$ cat src/rtl/uart_tx_engine.sv
// Serial UART transmitter: start bit, 7/8 data bits LSB first, optional parity, one stop bit.
// Latency: a load sampled at clock edge k drives the start bit from k onward; the frame lasts bits*N clocks, then TXRDY rises with a one-clock tx_done.
// Backpressure: a load is taken only while TXRDY=1; loads that arrive while busy are dropped without queueing.
module uart_tx_engine #(
    parameter int CNT_W = 19
) (
    input  logic       clk,
    input  logic       reset,
    input  logic [3:0] baud,
    input  logic       eight,
    input  logic       parity,
    input  logic       OHEL,
    input  logic       load,
    input  logic [7:0] out_port,
    output logic       TX,
    output logic       TXRDY,
    output logic       tx_done
);

    typedef enum logic [2:0] {
        IDLE,
        START,
        DATA,
        PAR,
        STOP
    } state_t;

    state_t           state_q, state_d;
    logic [CNT_W-1:0] cnt_q, cnt_d;
    logic [2:0]       bit_q, bit_d;
    logic [7:0]       data_q, data_d;
    logic [3:0]       baud_q, baud_d;
    logic             eight_q, eight_d;
    logic             par_en_q, par_en_d;
    logic             par_bit_q, par_bit_d;
    logic             tx_q, tx_d;
    logic             rdy_q, rdy_d;
    logic             done_q, done_d;

    logic [CNT_W-1:0] last_cnt;
    logic             bit_end;
    logic [2:0]       last_bit;
    logic [7:0]       data_mask;

    // Terminal count of the bit-time counter (N-1) for the baud captured at load.
    always_comb begin
        last_cnt = CNT_W'(867);
        case (baud_q)
            4'h0:    last_cnt = CNT_W'(333332);
            4'h1:    last_cnt = CNT_W'(83332);
            4'h2:    last_cnt = CNT_W'(41666);
            4'h3:    last_cnt = CNT_W'(20832);
            4'h4:    last_cnt = CNT_W'(10416);
            4'h5:    last_cnt = CNT_W'(5207);
            4'h6:    last_cnt = CNT_W'(2603);
            4'h7:    last_cnt = CNT_W'(1735);
            4'h8:    last_cnt = CNT_W'(867);
            4'h9:    last_cnt = CNT_W'(433);
            4'hA:    last_cnt = CNT_W'(216);
            4'hB:    last_cnt = CNT_W'(108);
            4'hC:    last_cnt = CNT_W'(54);
            4'hD:    last_cnt = CNT_W'(27);
            default: last_cnt = CNT_W'(867);
        endcase
    end

    assign bit_end   = (cnt_q == last_cnt);
    assign last_bit  = eight_q ? 3'd7 : 3'd6;
    assign data_mask = eight ? 8'hFF : 8'h7F;

    // Next-state logic; TX, TXRDY and tx_done are computed one cycle ahead so the outputs come straight from flops.
    always_comb begin
        state_d   = state_q;
        cnt_d     = cnt_q;
        bit_d     = bit_q;
        data_d    = data_q;
        baud_d    = baud_q;
        eight_d   = eight_q;
        par_en_d  = par_en_q;
        par_bit_d = par_bit_q;
        tx_d      = tx_q;
        rdy_d     = rdy_q;
        done_d    = 1'b0;

        if (state_q != IDLE) begin
            cnt_d = bit_end ? '0 : cnt_q + CNT_W'(1);
        end

        case (state_q)
            IDLE: begin
                if (load && rdy_q) begin
                    // Masking bit 7 in 7-bit mode keeps it out of both the line and the parity.
                    data_d    = out_port & data_mask;
                    baud_d    = baud;
                    eight_d   = eight;
                    par_en_d  = parity;
                    par_bit_d = (^(out_port & data_mask)) ^ OHEL;
                    cnt_d     = '0;
                    bit_d     = 3'd0;
                    tx_d      = 1'b0;
                    rdy_d     = 1'b0;
                    state_d   = START;
                end
            end
            START: begin
                if (bit_end) begin
                    bit_d   = 3'd0;
                    tx_d    = data_q[0];
                    state_d = DATA;
                end
            end
            DATA: begin
                if (bit_end) begin
                    if (bit_q == last_bit) begin
                        if (par_en_q) begin
                            tx_d    = par_bit_q;
                            state_d = PAR;
                        end else begin
                            tx_d    = 1'b1;
                            state_d = STOP;
                        end
                    end else begin
                        bit_d = bit_q + 3'd1;
                        tx_d  = data_q[bit_q + 3'd1];
                    end
                end
            end
            PAR: begin
                if (bit_end) begin
                    tx_d    = 1'b1;
                    state_d = STOP;
                end
            end
            STOP: begin
                if (bit_end) begin
                    tx_d    = 1'b1;
                    rdy_d   = 1'b1;
                    done_d  = 1'b1;
                    state_d = IDLE;
                end
            end
            default: begin
                // Unreachable encodings fall back to a clean idle line.
                cnt_d   = '0;
                tx_d    = 1'b1;
                rdy_d   = 1'b1;
                state_d = IDLE;
            end
        endcase
    end

    // State and datapath registers; reset drops any frame in flight and parks the line high.
    always_ff @(posedge clk or negedge reset) begin
        if (!reset) begin
            state_q   <= IDLE;
            cnt_q     <= '0;
            bit_q     <= 3'd0;
            data_q    <= 8'h00;
            baud_q    <= 4'h0;
            eight_q   <= 1'b0;
            par_en_q  <= 1'b0;
            par_bit_q <= 1'b0;
            tx_q      <= 1'b1;
            rdy_q     <= 1'b1;
            done_q    <= 1'b0;
        end else begin
            state_q   <= state_d;
            cnt_q     <= cnt_d;
            bit_q     <= bit_d;
            data_q    <= data_d;
            baud_q    <= baud_d;
            eight_q   <= eight_d;
            par_en_q  <= par_en_d;
            par_bit_q <= par_bit_d;
            tx_q      <= tx_d;
            rdy_q     <= rdy_d;
            done_q    <= done_d;
        end
    end

    assign TX      = tx_q;
    assign TXRDY   = rdy_q;
    assign tx_done = done_q;

endmodule

$ cat config.mk
export PLATFORM = sky130hd
export DESIGN_NAME = uart_tx_engine
export DESIGN_NICKNAME = d
export VERILOG_FILES = /design/src/rtl/uart_tx_engine.sv
export SDC_FILE = /design/constraint.sdc
export NUM_CORES = 1
export LEC_CHECK = 0
export BUFFER_PORTS_ARGS = -buffer_cell sky130_fd_sc_hd__clkbuf_2
export CAP_MARGIN = 20
export CORE_UTILIZATION = 40
export CTS_CLUSTER_DIAMETER = 120
export CTS_CLUSTER_SIZE = 25
export DETAILED_ROUTE_END_ITERATION = 8
export PLACE_DENSITY = 0.67
export SYNTH_ARGS = -nofsm -noshare
export SYNTH_HDL_FRONTEND = slang
export SYNTH_SLANG_ARGS = --single-unit
$ cat constraint.sdc
create_clock -name clk -period 3.4 [get_ports clk]
set_input_delay 0.68 -clock clk [delete_from_list [all_inputs] [get_ports clk]]
set_output_delay 0.68 -clock clk [all_outputs]
set_load 0.05 [all_outputs]
== Word-level counts from Yosys, hierarchy flattened ==
Memory sizes are Yosys's and may differ from the RTL's.
Index checks and enable logic that the tools add are counted.

* Bits in read-only memories: 288
* Memories: 1
* Register bits: 43
* Output and inout port bits: 3
* Bits in writable memories: 0
* Bits in latches: 0
* Logic and storage cells: 75
* Bits of input ports: 18

* Shift operators: 0
* Multipliers: 0
* Add/subtract/negate cells: 2
* Order comparisons: 1
* Multiplexer cells: 30
* Div/mod/pow operators: 0
* Reductions and logical operators: 13
* Bitwise logic cells: 3
* Equality and inequality tests: 14

{| class="wikitable"
|+ Memory list
! name !! depth !! width !! read ports !! clocked after Yosys merged registers in !! write ports !! RTL line !! text
|-
| (no name shown) || 16 || 18 || 1 || 0 || 0 || 48 || <nowiki>case (baud_q)</nowiki>
|}

{| class="wikitable"
|+ Operators with widths
! cell !! count
|-
| two-way mux 19 bit || 3
|-
| case mux 19 bit (2 select lines) || 1
|-
| two-way mux 3 bit || 10
|-
| adder 19 x 1 -> 19 bit (second input constant) || 1
|-
| equality test 19 bit || 1
|-
| case mux 3 bit (5 select lines) || 1
|-
| != test 2 bit (second input constant) || 7
|-
| two-way mux 1 bit || 10
|-
| case mux 3 bit (3 select lines) || 1
|-
| bitwise AND 8 bit || 1
|-
| two-way mux 8 bit || 1
|-
| XOR reduction 8 bit || 1
|-
| equality test 3 x 2 -> 1 bit (second input constant) || 2
|-
| AND reduction 6 bit || 1
|-
| nonzero test 3 bit || 2
|-
| AND reduction 5 bit || 1
|-
| less-than comparator 3 x 4 -> 1 bit (second input constant) || 1
|-
| case mux 1 bit (4 select lines) || 1
|-
| AND reduction 4 bit || 1
|-
| OR reduction 4 bit || 1
|-
| adder 3 x 1 -> 3 bit (second input constant) || 1
|-
| binary-select mux 1 bit (select 3 bit) || 1
|-
| equality test 3 x 1 -> 1 bit (second input constant) || 1
|-
| equality test 3 bit || 1
|-
| 11 further kinds || 11
|}

== Logic depth before layout (Yosys ltp) ==
Gate-level depths: netlist of the first run.

* Word-level depth: 6
* Mapped depth: 12

== Least setup slack after synthesis of the first run ==
Ideal clock, no wire load.

* Path kind: register to register
* Start point: reg baud_q[0]
* End point: reg tx_q, in the netlist TX
* Required time: 3,318 ps
* Stages on the path, launching flop included: 12
* Arrival: 2,801 ps
* Setup slack: 517 ps
* Setup time: 82 ps
* Clock period less this slack: 2,883 ps
* Path buffers: 2
* Path through: dfrtp_1 -> clkbuf_1 -> inv_1 -> ha_1 -> clkbuf_1 -> nand2_1 -> and4_4 -> a2111oi_4 -> o2111a_2 -> nand4b_4 -> a21oi_4 -> mux2_4

* Word-level cells in the longest chain between the ends: 4
* Elaborated cells on any way between the ends: 6

{| class="wikitable"
|+ Ends and longest elaborated chain
! item !! RTL line !! text
|-
| start, declared || 32 || <nowiki>logic [3:0] baud_q, baud_d;</nowiki>
|-
| start signal, assigned || 171 || <nowiki>baud_q <= baud_d;</nowiki>
|-
| memory (16 x 18 bit) (*) || -- ||
|-
| equality test 19 bit (*) || 67 || <nowiki>assign bit_end = (cnt_q == last_cnt);</nowiki>
|-
| != test 2 x 1 -> 1 bit (no line) or != test 2 bit (tied branches) || -- ||
|-
| AND reduction 4 bit (no line) (*) || -- ||
|-
| end signal, assigned || 175 || <nowiki>tx_q <= tx_d;</nowiki>
|-
| end, declared || 36 || <nowiki>logic tx_q, tx_d;</nowiki>
|}

Mark *: on every way between the ends. The rest lies on a longest branch, timed or not.
A chain may end at the register's enable or synchronous reset.

== Final worst setup path of the first run ==
* Start point: reg baud_q[1]
* End point: reg cnt_q[2]

* Word-level cells in the longest chain between the ends: 6

{| class="wikitable"
|+ Ends and longest elaborated chain
! item !! RTL line !! text
|-
| memory (16 x 18 bit) (*) || -- ||
|-
| equality test 19 bit (*) || 67 ||
|-
| two-way mux 19 bit (*) || 86 || <nowiki>cnt_d = bit_end ? '0 : cnt_q + CNT_W'(1);</nowiki>
|-
| two-way mux 19 bit (*) || 85 || <nowiki>if (state_q != IDLE) begin</nowiki>
|-
| two-way mux 19 bit || 91 || <nowiki>if (load && rdy_q) begin</nowiki>
|-
| case mux 19 bit (2 select lines) (*) || 89 || <nowiki>case (state_q)</nowiki>
|-
| net cnt_d[2] || 29 || <nowiki>logic [CNT_W-1:0] cnt_q, cnt_d;</nowiki>
|-
| end signal, assigned || 168 || <nowiki>cnt_q <= cnt_d;</nowiki>
|-
| end, declared || 29 ||
|}

The timed path passes the listed nets; every way through them passes the cells marked *.

==> results of run 1 <==
[Yosys cell counts (3+ instances only)]
cell type | number | share of area, %
dfrtp_1 | 41 | 34
nor2_1 | 37 | 4.6
xnor2_1 | 24 | 7.0
nand2_1 | 21 | 2.6
o21ai_0 | 17 | 2.8
a21oi_1 | 14 | 2.3
mux2_2 | 14 | 5.3
clkbuf_1 | 13 | 1.6
ha_1 | 10 | 4.2
xor2_1 | 10 | 2.9
nand4_1 | 9 | 1.9
nor2b_1 | 9 | 1.9
inv_1 | 8 | 1.0
nor3_1 | 6 | 1.0
mux2i_1 | 5 | 1.7
nand3_1 | 5 | 0.84
and3_1 | 4 | 0.84
buf_2 | 4 | 0.67
a31oi_1 | 3 | 0.63
nor3b_1 | 3 | 0.75
nor4b_1 | 3 | 0.88
o211ai_1 | 3 | 0.75
[path summary, 6_finish.rpt]
path                            depth (start not counted)                  start                    end  slack, ps
worst max-delay path                                    9  baud_q[1]$_DFFE_PN0P_     cnt_q[2]$_DFF_PN0_        520
worst min-delay path                                    1                  reset  data_q[3]$_DFFE_PN0P_        480
worst max register to register                          9  baud_q[1]$_DFFE_PN0P_     cnt_q[2]$_DFF_PN0_        520
worst min register to register                          2  data_q[7]$_DFFE_PN0P_  data_q[7]$_DFFE_PN0P_        500
max in group asynchronous                               2                  reset     cnt_q[9]$_DFF_PN0_       2220
min in group clk                                        2  data_q[7]$_DFFE_PN0P_  data_q[7]$_DFFE_PN0P_        500
[critical path: stages, from the launching register on]
cell and delay [ps]:
dfrtp_1 390, inv_1 240, ha_1 430, nand2_1 160
and4_4 210, a2111oi_4 330, nand4_1 180, nor4b_4 440
nor4b_1 110, a211o_1 280
[kinds of logic (layout without fill, tap and decap cells)]
logic type | count (synthesis) | after routing
fa+ha+maj | 10 | 10
buf+inv | 30 | 43
flops | 43 | 43
simple gates | 111 | 111
mux | 22 | 22
compound gates | 67 | 67
xor+xnor | 34 | 34
[layer usage]
layer	wire length [um]	global-route usage [%]
met1	2941	22.75
met2	3123	30.07
met3	289	3.451
met4	57	4.252
met5	0	0
[power by group through the flow]
stage / combinational (mW) / clock (mW) / sequential (mW)
after floorplan: 0.0175 / 0 / 0.521
after global placement: 0.0426 / 0 / 0.521
after detailed placement: 0.0437 / 0 / 0.521
after CTS: 0.0438 / 0.363 / 0.511
after global routing: 0.0472 / 0.381 / 0.511
final: 0.0417 / 0.350 / 0.511
[metrics by stage]
stage	total power [mW]	hold WS [ps]	instances	utilization (%)	cell area (um^2)
global route	0.9395	528.0	429	44.95	3261
CTS	0.9175	502.7	429	44.95	3261
floorplan	0.5388	384.4	317	-	2995
detailed placement	0.5648	480.0	421	43.59	3162
global placement	0.5637	466.7	421	43.59	3162
finish	0.9024	479.0	429	44.95	3261
[layout by cell type (no fill, tap or decap), types with 5 or more instances in the layout]
| cell | Yosys | routed |
|---|---|---|
| buf_4 | 2 | 7 |
| xnor2_1 | 24 | 24 |
| xor2_1 | 10 | 10 |
| inv_1 | 8 | 8 |
| nand2_1 | 21 | 21 |
| dfrtp_1 | 41 | 41 |
| clkbuf_8 | 0 | 6 |
| nand4_1 | 9 | 9 |
| nor3_1 | 6 | 6 |
| mux2i_1 | 5 | 5 |
| ha_1 | 10 | 10 |
| nor2b_1 | 9 | 9 |
| nor2_1 | 37 | 37 |
| a21oi_1 | 14 | 14 |
| mux2_2 | 14 | 14 |
| nand3_1 | 5 | 5 |
| o21ai_0 | 17 | 17 |
| clkbuf_2 | 0 | 20 |
[sequential cells by signal, indices dropped and copies added, names as in the netlist]
register / cells
tx_done: 1
data_q: 8
par_bit_q: 1
baud_q: 4
state_q: 3
bit_q: 3
par_en_q: 1
TXRDY: 1
cnt_q: 19
TX: 1
eight_q: 1
[cell type report]
class                   instances  area, um^2  share of cell area (%)
multi-input cells             244        1777                   54.49
flip-flops and latches         43        1079                   33.08
repair buffers                 27       152.6                   4.681
well taps                      99       123.9                   3.799
clock buffers                   6       82.58                   2.533
inverters                       8       30.03                  0.9210
clock inverters                 2       16.27                  0.4988
==> impl_metrics.tcl, run 1 <==
set metrics [dict create \
    p_sw_share_pct 22.84 \
    port_buffers 20 \
    p_comb_share_pct 4.6 \
    synth-main-ff-cell "dfrtp_1" \
    routed_wl_mm 6.410 \
    cts_buffers 5 \
    switchingPower_mw 0.2061 \
    yosysWarningCount 0 \
    wire_per_inst_um 14.94 \
    die-area_um2 7838 \
    setup_ws_ps 518.6 \
    async_flop_share_pct 100.0 \
    clock-sinks 43 \
    hold_path.class "in2async" \
    worstSetupStartpointType "flip-flop" \
    via_per_inst 5.506 \
    drtAntennaViolNets 0 \
    synth_xor_area_share_pct 9.942 \
    antenna_found_initial 0 \
    grt_pass1_vias 2209 \
    layout_min_cycle_time_ps 2881 \
    fin_nets 357 \
    p_leak_nw 1.418 \
    worstSetupPathType "reg2reg" \
    synth_enable_flop_cells 0 \
    diodes 0 \
    avgSynthCellArea_um2 9.449 \
    max_slew.worst_pin.slew_ps 843.7 \
    synth-seq-cells 43 \
    setup-violations-final 0 \
    finalMaxSlewViolations 0 \
    status "complete, no violations" \
    dp_slack_ps 566.3 \
    synth_compound_area_share_pct 16.25 \
    synthMuxAreaShare_pct 8.939 \
    first_iter_violations 127 \
    ys_seq_area_share_pct 36.01 \
    design.core.area_um2 7253 \
    cts_max_level 2 \
    power.internal_mw 0.6962 \
    syn_to_final_growth_pct 8.856 \
    fp.dieW_um 88.54 \
    synth_top_family_by_area "simple AND/OR/NAND/NOR gates" \
    io_pins 21 \
    cts_hold_buf 0 \
    synthSimpleGateAreaFrac_pct 20.01 \
    syn_inst 317 \
    critPathMaxFanout 9 \
    drt_first_pass_iters 5 \
    initial_core_util_pct 41.30 \
    overflow 0 \
    period_share_pct 84.75 \
    rsz0062_at_grt "false" \
    ctsLongestPathBuffers 2 \
    fin_skew_ps 9.751 \
    power_density_nw_per_um2 276.7 \
    place_hpwl_mm 4.618 \
    ys_types 65 \
    syn-num-nets 345 \
    power.share.clock_pct 38.7 \
    clock_latency_ps 290 \
    peakVddDrop_v 0.0002047 \
    drv_cap 0 \
    p_seq_share_pct 56.6 \
    grt_max_degree 32 \
    synth_fa_ha_area_share_pct 4.177 \
    crit_arrival_ps 3060 \
    finalHoldViolCount 0 \
    clk_pin_slew_worst_paths_ps 90 \
    final.setup.tns_ps 0 \
    syn-cell-area_um2 2995 \
    cts_resized 0 \
    grt_pass1_wl_mm 10.60 \
    crit_path_end_kind "flip-flop" \
    cts_tree "done" \
    num_vias 2362 \
    gp_congestion 0.8839 \
    relSlewSlack_pct 43.75 \
    die_h_um 88.54 \
    nFillCells 725 \
    critPathRequiredTime_ps 3580 \
    grt.total_usage_pct 17.54 \
    drive_gt1_share_pct 19.39 \
    cts_root_buf "clkbuf_8" \
    num_rows 31 \
    drc 0 \
    cts_setup_buffers 0 \
    max_freq_mhz 347.1 \
]
Power figures use the tool's default switching activity.
==> inputs of run 2 (changes only) <==
PLACE_DENSITY = 0.69   (was 0.67)
clock period = 2.6 ns   (was 3.4 ns; I/O delays follow)
==> run 2 against run 1 <==
Net effect:
- clock skew fell by 5.9 ps
- final cell count increased by 2.8%
- register-to-register slack worse by 430 ps
- sequential share of layout area down 1.3 points
- global-route usage up 0.27 points
- clock-buffer cell count stayed put
- clock power up 77%
- worst hold slack worse by 320 ps
- worst setup slack worse by 430 ps
- largest cell class unchanged
- via count rose by 2.1%
- total power is 49% higher
==> impl_metrics.tcl, run 2 (synthesized netlist as in run 1, its figures left out) <==
set metrics [dict create \
    status "complete, no violations" \
    cts_max_level 2 \
    initial_core_util_pct 41.30 \
    finalHoldViolCount 0 \
    setup-violations-final 0 \
    grt_pass1_wl_mm 10.65 \
    top_register "cnt_q" \
    critPathMaxFanout 8 \
    drt_first_pass_iters 4 \
    gp_congestion 0.9006 \
    grt.total_usage_pct 17.81 \
    use_met3_pct 2.799 \
    routed_wl_mm 6.556 \
    power_density_nw_per_um2 393.7 \
    cpPeakStageDelay_ps 460 \
    layout_min_cycle_time_ps 2509 \
    crit_path_end_kind "flip-flop" \
    fp.dieW_um 88.54 \
    grt_pass1_vias 2332 \
    grt-busiest-layer "met2" \
    cp_cell_sequence "inv_4 -> ha_4 -> nand2_1 -> and4_4 -> a2111oi_4 -> nand4_1 -> nor4b_4 -> buf_4 -> nor4b_1 -> a211o_1" \
    die-area_um2 7838 \
    wire_per_inst_um 14.87 \
    drc 0 \
    mostFrequentLayoutCell "dfrtp_1" \
    port_buffers 20 \
    clock_latency_ps 300 \
    max_freq_mhz 398.5 \
    place_hpwl_mm 4.831 \
    crit_slowest_cell "dfrtp_2" \
    clock-sinks 43 \
    worstSetupPathType "reg2reg" \
    cts_buffers 5 \
    r2r_start "baud_q[0]$_DFFE_PN0P_" \
    io_pins 21 \
    p_leak_nw 1.494 \
    syn_to_final_growth_pct 13.74 \
    cts_tree "done" \
    die_h_um 88.54 \
    design.core.area_um2 7253 \
    crit_arrival_ps 2700 \
    fin_skew_ps 3.882 \
    num_rows 31 \
    r2r_setup_slack_ps 90 \
    drtAntennaViolNets 0 \
    final_core_util_pct 46.97 \
    worstSetupStartpointType "flip-flop" \
    peakVddDrop_v 0.0002551 \
    power.total_mw 1.341 \
    num_vias 2411 \
    drv_cap 0 \
    via_per_inst 5.467 \
    overflow 0 \
    reg_top3 "cnt_q x19, data_q x8, baud_q x4" \
    relSlewSlack_pct 67.76 \
    max_slew.worst_pin.slew_ps 483.7 \
    hold_path.class "in2async" \
    fin_nets 369 \
    r2r_end "cnt_q[2]$_DFF_PN0_" \
    critPathRequiredTime_ps 2790 \
    finalMaxSlewViolations 0 \
    grtUsageMet1_pct 22.16 \
    drive_gt1_share_pct 23.68 \
    diodes 0 \
    worst-r2r-cell-count 10 \
    first_iter_violations 139 \
    final_cell_mix "38 x dfrtp_1, 37 x nor2_1, 24 x xnor2_1, 21 x nand2_1, 20 x clkbuf_2" \
    period_share_pct 96.52 \
    clk_pin_slew_worst_paths_ps 80 \
    ctsLongestPathBuffers 2 \
    cts_root_buf "clkbuf_8" \
    met2_usage_pct 30.91 \
    largest_reg_flops 19 \
    antenna_found_initial 0 \
    grt_max_degree 22 \
]
run 2: power breakdown:
part,switching (mW),internal [mW],leakage [nW]
logic,0.0296,0.0261,0.876
clock network,0.234,0.384,0.0654
registers,0,0.668,0.553
run 2: how the worst max path moves through the flow:
stage | from | endpoint | slack, ps | cells after the start
2_1_floorplan | baud_q[0]$_DFFE_PN0P_ | TX$_DFFE_PN1P_ | 2 | 11
3_3_place_gp | baud_q[1]$_DFFE_PN0P_ | state_q[1]$_DFFE_PN0P_ | 100 | 9
3_5_place_dp | baud_q[1]$_DFFE_PN0P_ | bit_q[1]$_DFFE_PN0P_ | 0.5 | 9
4_1_cts | baud_q[1]$_DFFE_PN0P_ | state_q[1]$_DFFE_PN0P_ | 5 | 9
5_1_grt | baud_q[1]$_DFFE_PN0P_ | cnt_q[2]$_DFF_PN0_ | -20 | 11
6_report | baud_q[0]$_DFFE_PN0P_ | cnt_q[2]$_DFF_PN0_ | 90 | 10
run 2: critical path, delay by kind of cell (launching register included):
kind                       cells  cell delay (ps)
and+or+nand+nor                5              860
AOI/OAI and AO/OA              2              600
buffers and inverters          2              290
adders and majority gates      1              190
DFF                            1              460
run 2: layout make-up:
class | count | area [um^2]
inverter | 8 | 32.53
clock buffer | 6 | 72.57
sequential | 43 | 1082
tap | 99 | 123.9
fill | 690 | 3846
clock inverter | 2 | 60.06
multi-input combinational | 244 | 1789
timing repair buffer | 39 | 246.5
run 2: routing by layer:
layer	vias up	wire length, um
li1	1174	-
met1	1176	2950
met2	52	3279
met3	9	244
met4	0	82
met5	-	0
run 2: what timing repair did:
| item | 4_1_cts | 5_1_grt |
|---|---|---|
| endpoints found under the setup margin | 0 | 17 |
| hold buffers | 0 | 0 |
| buffers inserted | 0 | 4 |
| gates resized for setup | 0 | 7 |
run 2: through the flow:
| step | instances | area, um^2 | TNS (ps) | worst slack, ps | hold WS (ps) |
|---|---|---|---|---|---|
| 5_1_grt | 441 | 3407 | -18.53 | -18.53 | 181.1 |
| 4_1_cts | 437 | 3369 | 0 | 4.854 | 163.5 |
| 3_3_place_gp | 429 | 3237 | 0 | 102.4 | 462.0 |
| 6_report | 441 | 3407 | 0 | 90.59 | 158.0 |
| 2_1_floorplan | 317 | 3024 | 0 | 1.774 | 224.4 |
| 3_5_place_dp | 429 | 3237 | 0 | 0.5489 | 475.3 |
